===== src/rtl/top_entity.sv =====
// top_entity: two-input stream runtime monitor.
// The HLC timestamps input events and periodic ticks into an event queue.
// The LLC pops one event at a time and evaluates three output streams:
//   o0 = a + b      (when both inputs are new)
//   o1 = o1' + o0   (with o0)
//   o2 = o1         (on ticks, after the same event's o1 update)
// Optional debug visibility is enabled with the macro TOP_ENTITY_DEBUG_EN.
module top_entity #(
   parameter int unsigned QUEUE_DEPTH   = 4,
   parameter int unsigned PERIOD_CYCLES = 250
) (
   input  logic               clk,
   input  logic               rst,
   input  logic               en,
   input  logic signed [63:0] input_0,
   input  logic               new_input_0,
   input  logic signed [63:0] input_1,
   input  logic               new_input_1,
   output logic signed [63:0] output_0,
   output logic               output_0_aktv,
   output logic signed [63:0] output_1,
   output logic               output_1_aktv,
   output logic signed [63:0] output_2,
   output logic               output_2_aktv,
   output logic signed [63:0] llc_tag,
   output logic               llc_to_pop,
   output logic               llc_is_valid_event,
   output logic               q_push_valid,
   output logic               q_pop_valid
);

   localparam int unsigned DATA_W = 64;
   localparam int unsigned TS_W   = 64;
   localparam int unsigned PTR_W  = (QUEUE_DEPTH > 1) ? $clog2(QUEUE_DEPTH) : 1;
   localparam int unsigned CNT_W  = $clog2(QUEUE_DEPTH + 1);
   localparam int unsigned PER_W  = (PERIOD_CYCLES > 1) ? $clog2(PERIOD_CYCLES) : 1;

   typedef struct packed {
      logic [TS_W-1:0]   ts;
      logic              n0;
      logic [DATA_W-1:0] a;
      logic              n1;
      logic [DATA_W-1:0] b;
      logic              tick;
   } event_t;

   typedef enum logic [1:0] {
      ST_IDLE  = 2'd0,
      ST_EVAL0 = 2'd1,
      ST_EVAL1 = 2'd2
   } state_t;

   // Power-up values equal reset values so the block runs without rst.
   logic [TS_W-1:0]   ts_q    = '0;
   logic [PER_W-1:0]  per_q   = '0;
   logic [PTR_W-1:0]  wr_q    = '0;
   logic [PTR_W-1:0]  rd_q    = '0;
   logic [CNT_W-1:0]  cnt_q   = '0;
   state_t            state_q = ST_IDLE;
   state_t            state_d;
   event_t            cur_q   = '0;
   logic [DATA_W-1:0] o0_q    = '0;
   logic [TS_W-1:0]   tag_q   = '0;
   logic [DATA_W-1:0] out0_q  = '0;
   logic [DATA_W-1:0] out1_q  = '0;
   logic [DATA_W-1:0] out2_q  = '0;
   logic              aktv0_q = 1'b0;
   logic              aktv1_q = 1'b0;
   logic              aktv2_q = 1'b0;

   event_t            mem [QUEUE_DEPTH];

   logic              tick;
   logic              ev_valid;
   logic              full;
   logic              empty;
   logic              push;
   logic              pop;
   logic              cur_both;
   logic [DATA_W-1:0] o1_next;
   event_t            ev_in;

   // Wrapping queue pointer increment (depth need not be a power of two).
   function automatic logic [PTR_W-1:0] ptr_inc(input logic [PTR_W-1:0] p);
      return (p == PTR_W'(QUEUE_DEPTH - 1)) ? '0 : p + PTR_W'(1);
   endfunction

   // HLC: tick detection, event assembly and push acceptance.
   always_comb begin
      tick     = (per_q == PER_W'(PERIOD_CYCLES - 1));
      ev_valid = en & (new_input_0 | new_input_1 | tick);
      full     = (cnt_q == CNT_W'(QUEUE_DEPTH));
      empty    = (cnt_q == '0);
      ev_in    = '{ts: ts_q, n0: new_input_0, a: input_0,
                   n1: new_input_1, b: input_1, tick: tick};
      push     = ev_valid & (~full | pop);
   end

   // LLC next-state logic; a pop happens only from IDLE with a non-empty queue.
   always_comb begin
      state_d = state_q;
      pop     = 1'b0;
      case (state_q)
         ST_IDLE: begin
            if (en && !empty) begin
               pop     = 1'b1;
               state_d = ST_EVAL0;
            end
         end
         ST_EVAL0: if (en) state_d = ST_EVAL1;
         ST_EVAL1: if (en) state_d = ST_IDLE;
         default:  state_d = ST_IDLE;
      endcase
   end

   // LLC state register.
   always_ff @(posedge clk) begin
      if (rst) state_q <= ST_IDLE;
      else     state_q <= state_d;
   end

   // Timestamp and period counters advance together on every enabled cycle.
   always_ff @(posedge clk) begin
      if (rst) begin
         ts_q  <= '0;
         per_q <= '0;
      end else if (en) begin
         ts_q  <= ts_q + TS_W'(1);
         per_q <= tick ? '0 : per_q + PER_W'(1);
      end
   end

   // Queue storage; contents are don't-care while the entry is unoccupied.
   always_ff @(posedge clk) begin
      if (push) mem[wr_q] <= ev_in;
   end

   // Queue pointers and occupancy.
   always_ff @(posedge clk) begin
      if (rst) begin
         wr_q  <= '0;
         rd_q  <= '0;
         cnt_q <= '0;
      end else begin
         if (push) wr_q <= ptr_inc(wr_q);
         if (pop)  rd_q <= ptr_inc(rd_q);
         case ({push, pop})
            2'b10:   cnt_q <= cnt_q + CNT_W'(1);
            2'b01:   cnt_q <= cnt_q - CNT_W'(1);
            default: cnt_q <= cnt_q;
         endcase
      end
   end

   assign cur_both = cur_q.n0 & cur_q.n1;
   assign o1_next  = out1_q + o0_q;

   // LLC datapath: latch on pop, o0 in EVAL0, o1/o2 and pulses in EVAL1.
   always_ff @(posedge clk) begin
      if (rst) begin
         cur_q   <= '0;
         tag_q   <= '0;
         o0_q    <= '0;
         out0_q  <= '0;
         out1_q  <= '0;
         out2_q  <= '0;
         aktv0_q <= 1'b0;
         aktv1_q <= 1'b0;
         aktv2_q <= 1'b0;
      end else begin
         aktv0_q <= 1'b0;
         aktv1_q <= 1'b0;
         aktv2_q <= 1'b0;
         if (pop) begin
            cur_q <= mem[rd_q];
            tag_q <= mem[rd_q].ts;
         end
         if (en && state_q == ST_EVAL0 && cur_both) begin
            o0_q <= cur_q.a + cur_q.b;
         end
         if (en && state_q == ST_EVAL1) begin
            if (cur_both) begin
               out0_q  <= o0_q;
               out1_q  <= o1_next;
               aktv0_q <= 1'b1;
               aktv1_q <= 1'b1;
            end
            if (cur_q.tick) begin
               out2_q  <= cur_both ? o1_next : out1_q;
               aktv2_q <= 1'b1;
            end
         end
      end
   end

   // Verdict outputs; pulses are suppressed while the block is disabled.
   assign output_0      = out0_q;
   assign output_1      = out1_q;
   assign output_2      = out2_q;
   assign output_0_aktv = aktv0_q & en;
   assign output_1_aktv = aktv1_q & en;
   assign output_2_aktv = aktv2_q & en;

`ifdef TOP_ENTITY_DEBUG_EN
   // Live debug view of the LLC and queue handshake.
   assign llc_tag            = tag_q;
   assign llc_to_pop         = (state_q == ST_IDLE);
   assign llc_is_valid_event = (state_q != ST_IDLE);
   assign q_push_valid       = push;
   assign q_pop_valid        = pop;
`else
   // Debug ports tied off; the tag register is kept but not observed.
   logic unused_tag;
   assign unused_tag         = ^tag_q;
   assign llc_tag            = '0;
   assign llc_to_pop         = 1'b0;
   assign llc_is_valid_event = 1'b0;
   assign q_push_valid       = 1'b0;
   assign q_pop_valid        = 1'b0;
`endif

endmodule


===== config.mk =====
export PLATFORM = sky130hd
export DESIGN_NAME = top_entity
export DESIGN_NICKNAME = d
export VERILOG_FILES = /design/src/rtl/top_entity.sv
export SDC_FILE = /design/constraint.sdc
export NUM_CORES = 1
export LEC_CHECK = 0
export ABC_AREA = 0
export CORE_ASPECT_RATIO = 2
export CORE_UTILIZATION = 30
export CTS_CLUSTER_SIZE = 10
export DETAILED_ROUTE_END_ITERATION = 7
export GPL_TIMING_DRIVEN = 0
export SETUP_SLACK_MARGIN = 0.1
export SLEW_MARGIN = 20
export SYNTH_ARGS = -nofsm -noshare
export SYNTH_HDL_FRONTEND = slang
export SYNTH_SLANG_ARGS = --single-unit
export TNS_END_PERCENT = 1

===== constraint.sdc =====
create_clock -name clk -period 5.5 [get_ports clk]
set_input_delay 0.825 -clock clk [delete_from_list [all_inputs] [get_ports clk]]
set_output_delay 0.825 -clock clk [all_outputs]
set_load 0.1 [all_outputs]

After elaboration in Yosys (flattened, before gate mapping). Memory sizes are Yosys's and may differ from the RTL's. A register that Yosys moved wholly into a read port is not among the register bits. Cells that the tools add are included.

Flip-flop bits (word level): 339. RAM bits: 780. Input bits: 133. Output and inout port bits: 263. Logic and storage cells: 69. Memories: 1.

Memory list: mem (words 4, width 195, read ports 1, clocked after memory_dff 1, write ports 1, line 71) `event_t mem [QUEUE_DEPTH];`.

$add $sub $neg: 8. Equality and inequality tests: 11. Multiplexer cells: 15. Bitwise gates (word level): 10. Reduce and logical (&&, ||, !) cells: 12.

Operators by type and width (count): $add A64 B64 Y64 (2); $add A64 B1 Y64 const B (1); $mux W64 (1); $mux W2 (5); $add A8 B1 Y8 const B (1); $eq A2 B2 Y1 const B (4); $eq A8 B8 Y1 const B (1); $mux W8 (1); $mux W1 (6); $ne A2 B2 Y1 const B (3); $pmux W2 S3 (1); $pmux W3 S2 (1); $and A1 B1 Y1 (5); $add A2 B1 Y2 const B (2); $eq A2 B1 Y1 const B (2); $logic_and A1 B1 Y1 (4); $reduce_and A2 Y1 (2); $add A3 B1 Y3 const B (1); $eq A3 B3 Y1 const B (1); $logic_not A3 Y1 (1); $or A1 B1 Y1 (3); $reduce_and A3 Y1 (1); $sub A3 B1 Y3 const B (1); $logic_not A2 Y1 (1); 4 further kinds (5).

Depth between registers and ports, before layout.
Word-level depth: 9. Gate-level depth with buffers: 14. Depth with buffers taken out: 14.

Least setup slack after synthesis. Ideal clock, no wire load.

Kind: input port to flip-flop. Start: input en. End: memory mem[1][0] in the netlist's numbering (enable). Library setup time: 0.506 ns. Arrival time: 4.533 ns. Data required time: 4.994 ns. Slack: 0.461 ns. Stages on the path: 4. Buffers on the path: 2. Path through: clkbuf_1 > and3_1 > clkbuf_1 > and2_1.

Word-level cells in the longest chain between the ends: 7. Elaborated cells between the ends (all ways): 8. Those cells by class: mux: 4; bitwise: 3; reduce/logical: 1.

Ends and longest elaborated chain: start, declared (line 14) `input logic en,`; $logic_and A1 B1 Y1 (line 105) `if (en && !empty) begin`; $mux W1 (line 105); $mux W1 (line 103) `case (state_q)`; $or A1 B1 Y1 (line 96) `push = ev_valid & (~full | pop);`; $and A1 B1 Y1 (*) (line 96); $mux W1 (*) (line 135) `if (push) mem[wr_q] <= ev_in;`; $mux W1 (implied by the code) (*) (line 135); end, declared (line 71).

Every way passes the cells marked *; elsewhere a longest branch is shown, timed or not.

Worst setup path in the final report.
Start: register out1_q[37] (netlist: output_1[37]). End: register out2_q[62] (netlist: output_2[62]).

Word-level cells in the longest chain between the ends: 2.

Ends and longest elaborated chain: start, declared (line 65) `logic [DATA_W-1:0] out1_q = '0;`; start signal, assigned (line 184) `out1_q <= o1_next;`; $add A64 B64 Y64 (line 156) `assign o1_next = out1_q + o0_q;`; $mux W64; end signal, assigned (line 189) `out2_q <= cur_both ? o1_next : out1_q;`; end, declared (line 66) `logic [DATA_W-1:0] out2_q = '0;`.

Every way passes these cells. A chain may end at the register's enable or synchronous reset.

==> impl_results.md <==
* Post-synthesis sequential area ratio at 0.580
* # fillers at roughly 13,000
* Setup Fix Bufs, Post-CTS at 0
* CP cell instances: ha_1, clkbuf_1, and3_1, a221oi_1, o21ai_1, a2111oi_0, o22a_1, o31a_1, o311ai_2, o21bai_1, nor4_1, a211oi_1, o221ai_1
* Initial core utilization at 0.303
* Core Util, Final at 0.370
* Metal3 WL at 5940 microns
* Max Clock Skew at around 43 ps
* GR Util All Layers at 0.180
* DP HPWL at a little under 100,000 microns
* Worst-path fanout max at 8
* Worst hold path type: reg -> reg
* Mapped Area at around 41,000 sq um
* Sinks on Clock Net at 930
* CTS Hold Bufs at 0
* Detailed Route WL at around 130,000 microns
* Arrival time at the worst endpoint at 5230 ps
* Vias post-DR at roughly 30,000
* Iteration-0 DRC Markers at between 1,500 and 2,000
* CP required at between 6000 and 7000 ps
* Layout cells sized above 1 at 0.0842
* Root Buffer Master: clkbuf_16
* Residual overflow from global routing at 0
* Clock Pin Slew Worst Setup and Hold Paths at 60 ps
* Core area at 136,000 sq um
* Number of flops mapped to enable cells by yosys at about 520
* RSZ-0062 raised after global routing: no
* Synth area leader: edfxtp_1
* Pwr dens at between 300 and 400 nW/um^2
* Chip Width at around 260 microns
* Worst-Margin Slew at approximately 1200 ps
* Pin count of the biggest net entering global routing at 46
* Post-route insts no fill at roughly 6,000
* Global-route wire length before repair at about 190,000 microns
* Ys async rst share at 0
* Remaining antenna violation count at 0
* Most frequent cell after synthesis: nand2_1
* Final Hold Fails at 0
* Total CTS buffers at ~100
* R2R depth at 13
* Post-Synthesis Cells at about 3,700
* Max-Cap Viols at 0
* WS Path Type: reg -> reg
* Post-route cell area at 50,300 sq um
* Ys Warns at 0
* Syn avg cell area at between 10 and 15 sq um
* H-tree depth at 3
* Max VDD drop at about 0.00025 V
* Lkg Pwr at between 15 and 20 nW
* Initial antenna violation count at 18
* # IOs at ~400
* Layout area overhead at 22.1%
* Die height at roughly 530 microns
* Slew Limit Fails at 0
* Routed wire per std cell at between 20 and 25 microns
* Slew HR at 0.204
* Top_reg_cell synth: edfxtp_1
* Nets at 4,450
* Startpoint types: register
* Area of placed instances at 47,200 sq um
* Die ar. at about 140,000 sq um
* Most frequent cells after synthesis: 767 x nand2_1, 524 x edfxtp_1, 491 x a21oi_1, 406 x dfxtp_1, 186 x clkbuf_1
* Cells after DPL at around 5,800
* Yosys top cell area share at 0.382
* GP Congestion at 0.936
* Clk Latency, worst-skew pair at around 730 ps
* Final Cycle Share at 0.849
* #FFs+latches synth at slightly above 900
* Largest stage delay, worst path at ~650 ps
* Port bufs at about 330
* Wl on met1 at ~49,000 microns
* Most area-consuming cells after synthesis: edfxtp_1 38%, dfxtp_1 20%, mux4_2 7.2%
* DR WL met2 at approximately 66,000 microns
* Hold path depth at 2
* Post-synthesis cell type count at 76
* Status: completed
* CP endpoint kind: register
* FMAX at ~210 MHz
* Row cnt at about 190
* Critical-path top delay cell: a2111oi_0
* Setup violators final at 0
* Vias per inst at around 5
* Post-CTS resize count at 0
* Min Clock Period, post-route at approximately 4700 ps
* TritonCTS clock tree: built
* Vias in the first global route at 29,960
* TNS Setup at 0 ps
* DRT Pass-1 Iters at 6
* Highest routed layer: met5
* Clock buffer depth at 3
* Residual DRC at 0
[report_power, final]
part | internal [mW] | switching (mW) | leakage, nW | total (mW)
logic | 0.674 | 1.26 | 7.77 | 1.93
registers | 7.61 | 0.104 | 8.07 | 7.72
clock network | 3.68 | 2.75 | 1.47 | 6.42
total | 12.0 | 4.11 | 17.3 | 16.1
[final timing paths]
kind | start | endpoint | slack [ps]
worst min register to register | output_0[38] | output_0[38] | 450
worst max-delay path | output_1[37] | output_2[62] | 830
worst min-delay path | output_0[38] | output_0[38] | 450
worst max register to register | output_1[37] | output_2[62] | 830
[state kept, by name (all words and copies together), names as in the netlist, 2 cells and up]
| register | count |
|---|---|
| cnt_q | 3 |
| cur_q | 131 |
| mem | 524 |
| o0_q | 64 |
| output_0 | 64 |
| output_1 | 64 |
| output_2 | 64 |
| per_q | 8 |
| rd_q | 2 |
| state_q | 2 |
| wr_q | 2 |
[cell type report]
cell class                      count  area, sq um  area share
Antenna cell                        6         15.0    0.000299
Buffer                            292         1360      0.0271
Clock buffer                      172         2990      0.0596
Clock inverter                      5         86.3     0.00172
Inverter                           41          154     0.00306
Multi-Input combinational cell   2474        16000       0.319
Sequential cell                   930        23900       0.475
Tap cell                         1737         2170      0.0432
Timing Repair Buffer              338         3560      0.0709
[routing by layer]
| metal | track usage | vias up |
|---|---|---|
| met2 | 0.330 | 871 |
| met4 | 0.0809 | 20 |
| met3 | 0.0308 | 287 |
| met5 | 0 | - |
| met1 | 0.200 | 14289 |
| li1 | - | 14255 |
[cell usage in the layout, fill, tap and decap left out, types with 17 or more instances in the layout]
cell type / count
nand2_1: 767
edfxtp_1: 524
a21oi_1: 491
dfxtp_1: 406
clkdlybuf4s50_1: 326
clkbuf_1: 243
nor2_1: 166
ha_1: 133
mux4_2: 131
clkbuf_16: 109
o21ai_0: 103
a21o_1: 78
xnor2_1: 69
buf_4: 69
conb_1: 68
xor2_1: 54
nand4_1: 42
inv_1: 40
buf_1: 36
nand3_1: 36
a211oi_1: 32
a311oi_1: 29
o21bai_1: 27
nor3_1: 25
a31oi_1: 22
and3_1: 17
[worst max-delay path, delay by kind of cell, from the launching register on]
| family | cells | cell delay [ps] |
|---|---|---|
| AOI/OAI and AO/OA | 9 | 3250 |
| buffers and inverters | 1 | 200 |
| adders and majority gates | 1 | 270 |
| and+or+nand+nor | 2 | 350 |
| DFF | 1 | 450 |
[stage by stage]
stage	worst slack, ps	total power, mW	hold WS [ps]
floorplan	461	9.15	440
detailed placement	968	9.82	449
global placement	-2960	9.81	444
finish	832	16.1	454
CTS	909	16.3	457
global route	817	16.7	473
[cells by family (layout without fill, tap and decap cells)]
kind of cell,Yosys count,count (layout),share of synthesized area
buffers and inverters,333,848,0.0367
other,1,74,0.0000911
XOR/XNOR,123,123,0.0262
flip-flops,930,930,0.580
adder cells (fa/ha/maj),136,136,0.0419
AO/OA/AOI/OAI,900,900,0.132
multiplexers,134,134,0.0724
AND/OR/NAND/NOR,1113,1113,0.111
No activity file was read; power rests on OpenSTA's default activity.
